===== config.mk =====
export PLATFORM = sky130hd
export DESIGN_NAME = sc_sng_bank_flat
export DESIGN_NICKNAME = d
export VERILOG_FILES = /design/src/rtl/sc_sng_bank_if.sv /design/src/rtl/sc_sng_bank.sv /design/src/flat_wrapper.sv
export SDC_FILE = /design/constraint.sdc
export NUM_CORES = 1
export LEC_CHECK = 0
export BUFFER_PORTS_ARGS = -buffer_cell sky130_fd_sc_hd__buf_2
export CORE_ASPECT_RATIO = 0.8
export CORE_MARGIN = 4
export CORE_UTILIZATION = 35
export CTS_CLUSTER_DIAMETER = 80
export DETAILED_ROUTE_END_ITERATION = 10
export REMOVE_ABC_BUFFERS = 1
export SLEW_MARGIN = 20
export SYNTH_ARGS = -nofsm -noshare
export SYNTH_HDL_FRONTEND = slang
export SYNTH_SLANG_ARGS = --single-unit

===== constraint.sdc =====
create_clock -name clk_i -period 15.3 [get_ports clk_i]
set_input_delay 0.765 -clock clk_i [delete_from_list [all_inputs] [get_ports clk_i]]
set_output_delay 0.765 -clock clk_i [all_outputs]
set_load 0.005 [all_outputs]

===== src/rtl/sc_sng_bank_if.sv =====
// sc_sng_bank_if: handshake/data bundle for the stochastic number generator bank.
//   start       - request a new window (snapshot of tap_in)
//   tap_in      - TAPS unsigned W-bit tap values
//   sc_out      - one registered bitstream bit per tap
//   sc_valid    - sc_out carries a window bit this cycle
//   window_done - pulse on the last bit of a window
//   busy        - generator FSM is in RUN
interface sc_sng_bank_if #(
  parameter int TAPS = 39,
  parameter int W    = 8
);
  logic                start;
  logic [W-1:0]        tap_in [TAPS-1:0];
  logic [TAPS-1:0]     sc_out;
  logic                sc_valid;
  logic                window_done;
  logic                busy;

  modport master (output start, tap_in,
                  input  sc_out, sc_valid, window_done, busy);
  modport slave  (input  start, tap_in,
                  output sc_out, sc_valid, window_done, busy);
endinterface


===== src/rtl/sc_sng_bank.sv =====
// sc_sng_bank: converts a snapshot of TAPS binary tap values into 2^W-cycle
// unipolar bitstreams. One shared de Bruijn-extended LFSR walks every W-bit
// value exactly once per window, so tap[i] > rsel yields exactly tap[i] ones.
// Odd lanes compare against the bit-reversed random word to decorrelate
// neighbouring streams.
// Ports:
//   clk_i, rst_i - rising-edge clock, asynchronous active-high reset
//   bus          - sc_sng_bank_if.slave (start/tap_in in, sc_out/sc_valid/
//                  window_done/busy out, all outputs registered)

// Per-lane comparator with registered output bit.
module sc_sng_lane #(
  parameter int W   = 8,
  parameter bit REV = 1'b0
) (
  input  logic         clk_i,
  input  logic         rst_i,
  input  logic         en_i,
  input  logic [W-1:0] tap_i,
  input  logic [W-1:0] rnd_i,
  output logic         sc_o
);
  logic [W-1:0] rsel;

  always_comb begin
    rsel = rnd_i;
    if (REV)
      for (int b = 0; b < W; b++) rsel[b] = rnd_i[W-1-b];
  end

  // Forced low outside a window so consumers may OR/AND freely.
  always_ff @(posedge clk_i or posedge rst_i)
    if (rst_i) sc_o <= 1'b0;
    else       sc_o <= en_i & (tap_i > rsel);
endmodule

module sc_sng_bank #(
  parameter int           TAPS = 39,
  parameter int           W    = 8,
  parameter logic [W-1:0] POLY = 8'hB8,
  parameter logic [W-1:0] SEED = 8'h01
) (
  input  logic          clk_i,
  input  logic          rst_i,
  sc_sng_bank_if.slave  bus
);
  typedef enum logic {S_IDLE, S_RUN} state_t;

  state_t          state_q, state_d;
  logic [W-1:0]    cnt_q, cnt_d;
  logic [W-1:0]    rnd_q, rnd_d;
  logic [W-1:0]    tap_q [TAPS-1:0];
  logic [W-1:0]    tap_d [TAPS-1:0];
  logic            valid_q, done_q;
  logic [TAPS-1:0] sc_q;
  logic            last, latch, fb, run;

  assign run  = (state_q == S_RUN);
  assign last = (cnt_q == {W{1'b1}});

  // Plain LFSR skips the all-zero state; the zero-detect term splices it in
  // between 10..0 and 0..01, giving a full 2^W cycle.
  assign fb = (^(rnd_q & POLY)) ^ (rnd_q[W-2:0] == '0);

  always_comb begin
    state_d = state_q;
    cnt_d   = cnt_q;
    rnd_d   = rnd_q;
    tap_d   = tap_q;
    latch   = 1'b0;
    unique case (state_q)
      S_IDLE: if (bus.start) begin
        latch   = 1'b1;
        state_d = S_RUN;
      end
      S_RUN: begin
        cnt_d = cnt_q + 1'b1;
        rnd_d = {rnd_q[W-2:0], fb};
        // start is only honoured on the final compare (back-to-back windows).
        if (last) begin
          if (bus.start) latch   = 1'b1;
          else           state_d = S_IDLE;
        end
      end
      default: state_d = S_IDLE;
    endcase
    if (latch) begin
      tap_d = bus.tap_in;
      rnd_d = SEED;
      cnt_d = '0;
    end
  end

  always_ff @(posedge clk_i or posedge rst_i) begin
    if (rst_i) begin
      state_q <= S_IDLE;
      cnt_q   <= '0;
      rnd_q   <= SEED;
      tap_q   <= '{default: '0};
      valid_q <= 1'b0;
      done_q  <= 1'b0;
    end else begin
      state_q <= state_d;
      cnt_q   <= cnt_d;
      rnd_q   <= rnd_d;
      tap_q   <= tap_d;
      valid_q <= run;
      done_q  <= run & last;
    end
  end

  for (genvar g = 0; g < TAPS; g++) begin : g_lane
    sc_sng_lane #(.W(W), .REV(g % 2 == 1)) u_lane (
      .clk_i (clk_i),
      .rst_i (rst_i),
      .en_i  (run),
      .tap_i (tap_q[g]),
      .rnd_i (rnd_q),
      .sc_o  (sc_q[g])
    );
  end

  assign bus.sc_out      = sc_q;
  assign bus.sc_valid    = valid_q;
  assign bus.window_done = done_q;
  assign bus.busy        = run;
endmodule


===== src/flat_wrapper.sv =====
// flat-port wrapper written by rule: the top's interface ports become plain ports
module sc_sng_bank_flat 
#(
  parameter int           TAPS = 39,
  parameter int           W    = 8,
  parameter logic [W-1:0] POLY = 8'hB8,
  parameter logic [W-1:0] SEED = 8'h01
)
  (clk_i, rst_i, bus_start, bus_tap_in, bus_sc_out, bus_sc_valid, bus_window_done, bus_busy);
  sc_sng_bank_if #(.TAPS(TAPS), .W(W)) bus_i ();
  input  logic clk_i;
  input  logic rst_i;
  input wire logic [$bits(bus_i.start)-1:0] bus_start;
  input wire logic [$bits(bus_i.tap_in)-1:0] bus_tap_in;
  output wire logic [$bits(bus_i.sc_out)-1:0] bus_sc_out;
  output wire logic [$bits(bus_i.sc_valid)-1:0] bus_sc_valid;
  output wire logic [$bits(bus_i.window_done)-1:0] bus_window_done;
  output wire logic [$bits(bus_i.busy)-1:0] bus_busy;
  assign bus_i.start = bus_start;
  assign bus_i.tap_in = {>>{bus_tap_in}};
  assign bus_sc_out = bus_i.sc_out;
  assign bus_sc_valid = bus_i.sc_valid;
  assign bus_window_done = bus_i.window_done;
  assign bus_busy = bus_i.busy;
  sc_sng_bank #(.TAPS(TAPS), .W(W), .POLY(POLY), .SEED(SEED)) u_core (.clk_i(clk_i), .rst_i(rst_i), .bus(bus_i));
endmodule

; ---- Yosys cells after proc, flatten, opt, wreduce, memory -nomap -nowiden
; Index checks and enable logic that the tools add are counted.
[word_totals]
reg_bits = 370
latchBits = 0
mem_bits_rw = 0
romBits = 0
inputBits = 315
output_inout_bits = 42
elab_cells = 178
memories = 0
[op_classes]
n_addsub = 1
n_mul = 0
div = 0
n_lt_le_gt_ge = 39
n_eq_ne = 1
n_shift = 0
muxes = 9
n_bitwise = 42
n_reduce_logical = 3
[ops]
columns = op, n
row1 = $gt 8x8->1, 39
row2 = $and 1x1->1, 40
row3 = $mux 8, 4
row4 = $add 8x1->8 const B, 1
row5 = $eq 8x8->1 const B, 1
row6 = $reduce_xor 8->1, 1
row7 = $logic_not 7->1, 1
row8 = $pmux 1 s2, 2
row9 = $mux 1, 3
row10 = $reduce_bool 2->1, 1
row11 = $not 1->1, 1
row12 = $xor 1x1->1, 1

; ---- Depth between registers and ports, before layout
[depth]
ltp_word = 4
mapped_depth = 7
depth_no_buf = 6

; ---- By module
; From an unflattened synthesis, not the netlist that was laid out.
[hier_totals]
hier_cells = 1873
area_unflattened_um2 = 22395.2
[by_module_without_submodules]
columns = mod, instances, cells_each, area_per_inst_um2, seq_area_each_um2
row1 = sc_sng_bank, 1, 742, 13563.0, 8284.2
row2 = sc_sng_lane, 39, 29, 226.5, 25.0

; ---- Worst setup path after synthesis
; OpenSTA, ideal clock, no wires.
[synth_path]
path_kind = reg2reg
start = register u_core.rnd_q[1]
end = register u_core.g_lane[18].u_lane.sc_o
setup_ns = 0.119
arrival_ns = 1.961
required_time_ns = 15.181
path_slack_ns = 13.220
stages_incl_launch_ff = 7
n_path_buf = 0
synth_period_minus_slack_ns = 2.080
path_cell_list = dfrtp_1 inv_1 ha_1 nor2b_1 o211ai_1 a21oi_1 o21ba_2
[synth_via]
elab_chain_len = 2
[synth_rtl]
columns = item, line_no
row1 = from (decl), sc_sng_bank.sv:51  ; logic [W-1:0] rnd_q, rnd_d;
row2 = from (signal assigned), sc_sng_bank.sv:105  ; rnd_q <= rnd_d;
row3 = $gt 8x8->1, sc_sng_bank.sv:34  ; else sc_o <= en_i & (tap_i > rsel);
row4 = $and 1x1->1, sc_sng_bank.sv:34
row5 = to (signal assigned), sc_sng_bank.sv:34
row6 = to (decl), sc_sng_bank.sv:21  ; output logic sc_o
; No other way between the ends.
; A chain may end at the register's enable or synchronous reset.

; ---- Final worst setup path
[layout_path]
start = register u_core.cnt_q[0]
end = register u_core.tap_q[0] (netlist name)
[layout_via]
elab_chain_len = 3
[layout_rtl]
columns = item, line_no
row1 = from (decl), sc_sng_bank.sv:50  ; logic [W-1:0] cnt_q, cnt_d;
row2 = from (signal assigned), sc_sng_bank.sv:104  ; cnt_q <= cnt_d;
row3 = $eq 8x8->1, sc_sng_bank.sv:59  ; assign last = (cnt_q == {W{1'b1}});
row4 = $mux 1, sc_sng_bank.sv:80  ; if (last) begin
row5 = $pmux 1 s2, sc_sng_bank.sv:71  ; unique case (state_q)
row6 = to (signal assigned), sc_sng_bank.sv:106  ; tap_q <= tap_d;
row7 = to (decl), sc_sng_bank.sv:52  ; logic [W-1:0] tap_q [TAPS-1:0];
; No other way between the ends.

==> out/metrics.cfg <==
[clock_tree]
post_cts_resized = 0
htree_num_levels = 2
cts_tree = built
root_buffer = clkbuf_16
path_clk_slew_ns = 0.06
postCtsSetupBuffers = 0
cts_buffer_depth = 3
cts_buffers = 44
cts_sinks = 370
cts_hold_buf = 0
worstSkewPairLatency_ns = 0.56

[power_and_ir_drop]
power_density_mw_per_mm2 = 197
finalPower_mw = 4.77
p_leak_nw = 12.2
peakVddDrop_mv = 0.0921

[synth]
synth_commonest_cells = dfrtp_1, ha_1, mux2_1, a21oi_1, o21ai_0
ys_seq_area_share_pct = 44.9
syn_avg_cell_area_um2 = 12.3
ys.warnings.count = 0
yosys_register_bits = 370
yosysTopAreaCell = dfrtp_1
yosysTopAreaCellShare_pct = 44.8
synthArstFlopShare_pct = 100
yosysMostFrequentCell = dfrtp_1
syn_area_mm2 = 0.0206
synth_edf_count = 0
syn_inst = 1672
ys_types = 40
synth_ff_type = dfrtp_1
synthTopCellsByArea = dfrtp_1, ha_1, mux2_1

[routing]
highest_layer = met5
via_count = 14466
wl_met3_mm = 3.01
met1_length_mm = 25.4
wirelength_mm = 55.5
postRouteAntennaNets = 0
drt-vias-per-instance = 5.15
drt-wirelength-per-cell_um = 19.8
drc_errors = 0
drtIter0Drc = 645
wl_met2_mm = 26.0
firstDrtPassIters = 5

[die]
die_w_um = 279
rows = 79
die_y_um = 225
initial_core_util_pct = 35.4
io_pins = 357
dieArea_mm2 = 0.0629
core_mm2 = 0.0582

[cells_and_area]
final_cells = 2807
final_nets = 2633
fin_area_mm2 = 0.0243
fillerInstances = 5499
syn2layout_area_growth_pct = 17.7
drive_gt1_share_pct = 24.0
register_area_mm2 = 0.00926
multi_input_area_mm2 = 0.0105

[timing]
slew_viol_final = 0
worstMarginPinSlew_ns = 1.10
finalHoldViolations = 0
skew_ns = 0.0193
fmax_mhz = 324
post-route-min-period_ns = 3.09
hold_ws_ns = 0.319
timing.final.crit_share_pct = 20.2
rsz0062_at_grt = no
slew-limit-headroom_pct = 26.8
setup_tns_ns = 0
setup_viol = 0

[worst_setup_path]
critPathSlowestCell = buf_4
crit_chain = ha_1, and4_4, a21bo_2, buf_4, and2_2, buf_4, o21ai_0
crit_type = reg -> reg
cp_num_buf_inv = 2
cp-end-kind = register
critPathRequiredTime_ns = 15.70
cp-start-kind = register
worst_ep_arrival_time_ns = 3.49
reg2reg_depth = 7
reg2reg_slack_ns = 12.21
critPathTopFamily = buffers and inverters
r2r_start = u_core.cnt_q[0]
worstReg2RegEnd = u_core.tap_q[0]
crit_fanout = 51
critPathMostFrequentCell = buf_4
max_stage_delay_ns = 0.57

[global_routing]
antenna_found_initial = 14
grt_pass1_vias = 15213
grt_use_total_pct = 17.5
grt_pass1_wl_mm = 86.6
overflow = 0
grt_start_max_net_pins = 151

[placed_design]
gp_routability_congestion = 0.786
hpwl_mm = 36.9
port-buffer-count = 356
place_area_mm2 = 0.0228
dp.cells = 2727

[hold_path]
hold_class = in -> async

[run]
maxCapViolCount = 0

[run_status]
status = finished clean

[placed cells by master, fill, tap and decap left out, types with 2 or more instances in the layout]
master	count
mux2_2	14
bufinv_16	3
clkinvlp_4	2
o211ai_1	39
a21o_1	56
buf_2	356
mux2_1	259
clkbuf_8	9
nor2b_1	41
clkbuf_1	12
nand4_1	78
o21ai_0	93
nor2_1	5
a21oi_1	102
dfrtp_1	368
diode_2	2
nand3_1	70
buf_4	20
clkinv_2	6
a31oi_1	28
o31ai_2	6
ha_1	314
inv_1	41
xnor2_1	4
xor2_1	2
o21ai_1	2
nor4_1	2
nand2_1	23
clkbuf_16	45
inv_2	6
o21ba_2	11
[where the power goes]
part           internal, mW  total [mW]  switching (mW)
sequential             1.40        1.65           0.246
clock                 0.634        1.05           0.421
combinational         0.949        2.07            1.12
total                  2.99        4.77            1.79
[through the flow]
step | utilization, % | setup WS [ns]
finish | 41.7 | 12.21
global route | 41.7 | 11.95
CTS | 41.7 | 12.13
detailed placement | 39.2 | 12.00
global placement | 39.2 | 12.05
floorplan | - | 4.26
[per-layer routing]
layer	global-route usage, %	up-vias
li1	-	6911
met1	23.7	7149
met2	29.1	299
met3	3.86	87
met4	3.78	20
met5	0	-
[layout make-up]
cell class | instances | share of cell area (%)
multi-input combinational | 1163 | 43.1
clock buffer | 66 | 5.34
sequential | 370 | 38.2
tap | 769 | 3.97
antenna | 2 | 0.0206
clock inverter | 12 | 0.593
timing repair buffer | 377 | 8.05
inverter | 48 | 0.774
[worst max path at each step]
stage                     from                end  slack (ns)  depth (start not counted)
2_1_floorplan            rst_i    u_core.bus.busy        4.26                          1
3_3_place_gp             rst_i  u_core.tap_q[292]       12.05                          4
3_5_place_dp             rst_i  u_core.tap_q[292]       12.00                          4
4_1_cts        u_core.cnt_q[0]  u_core.tap_q[256]       12.13                          7
5_1_grt        u_core.cnt_q[0]   u_core.tap_q[16]       11.95                          7
6_report       u_core.cnt_q[0]    u_core.tap_q[0]       12.21                          7
[registers in the layout (all words and copies together), names as in the netlist]
signal and count:
u_core.tap_q 312, u_core.g_lane.u_lane.sc_o 39, u_core.cnt_q 8, u_core.rnd_q 8, u_core.bus.busy 1, u_core.bus.sc_valid 1, u_core.bus.window_done 1
[kinds of logic (layout without fill, tap and decap cells)]
logic type | count (synthesis) | count (layout) | share of synthesized area, %
xor+xnor | 6 | 6 | 0.255
fa+ha+maj | 314 | 314 | 19.1
mux | 273 | 273 | 14.9
flops | 370 | 370 | 44.9
compound gates | 344 | 344 | 10.3
buf+inv | 139 | 503 | 4.38
simple gates | 226 | 226 | 6.14
other cells | 0 | 2 | 0
Power figures use the tool's default switching activity.
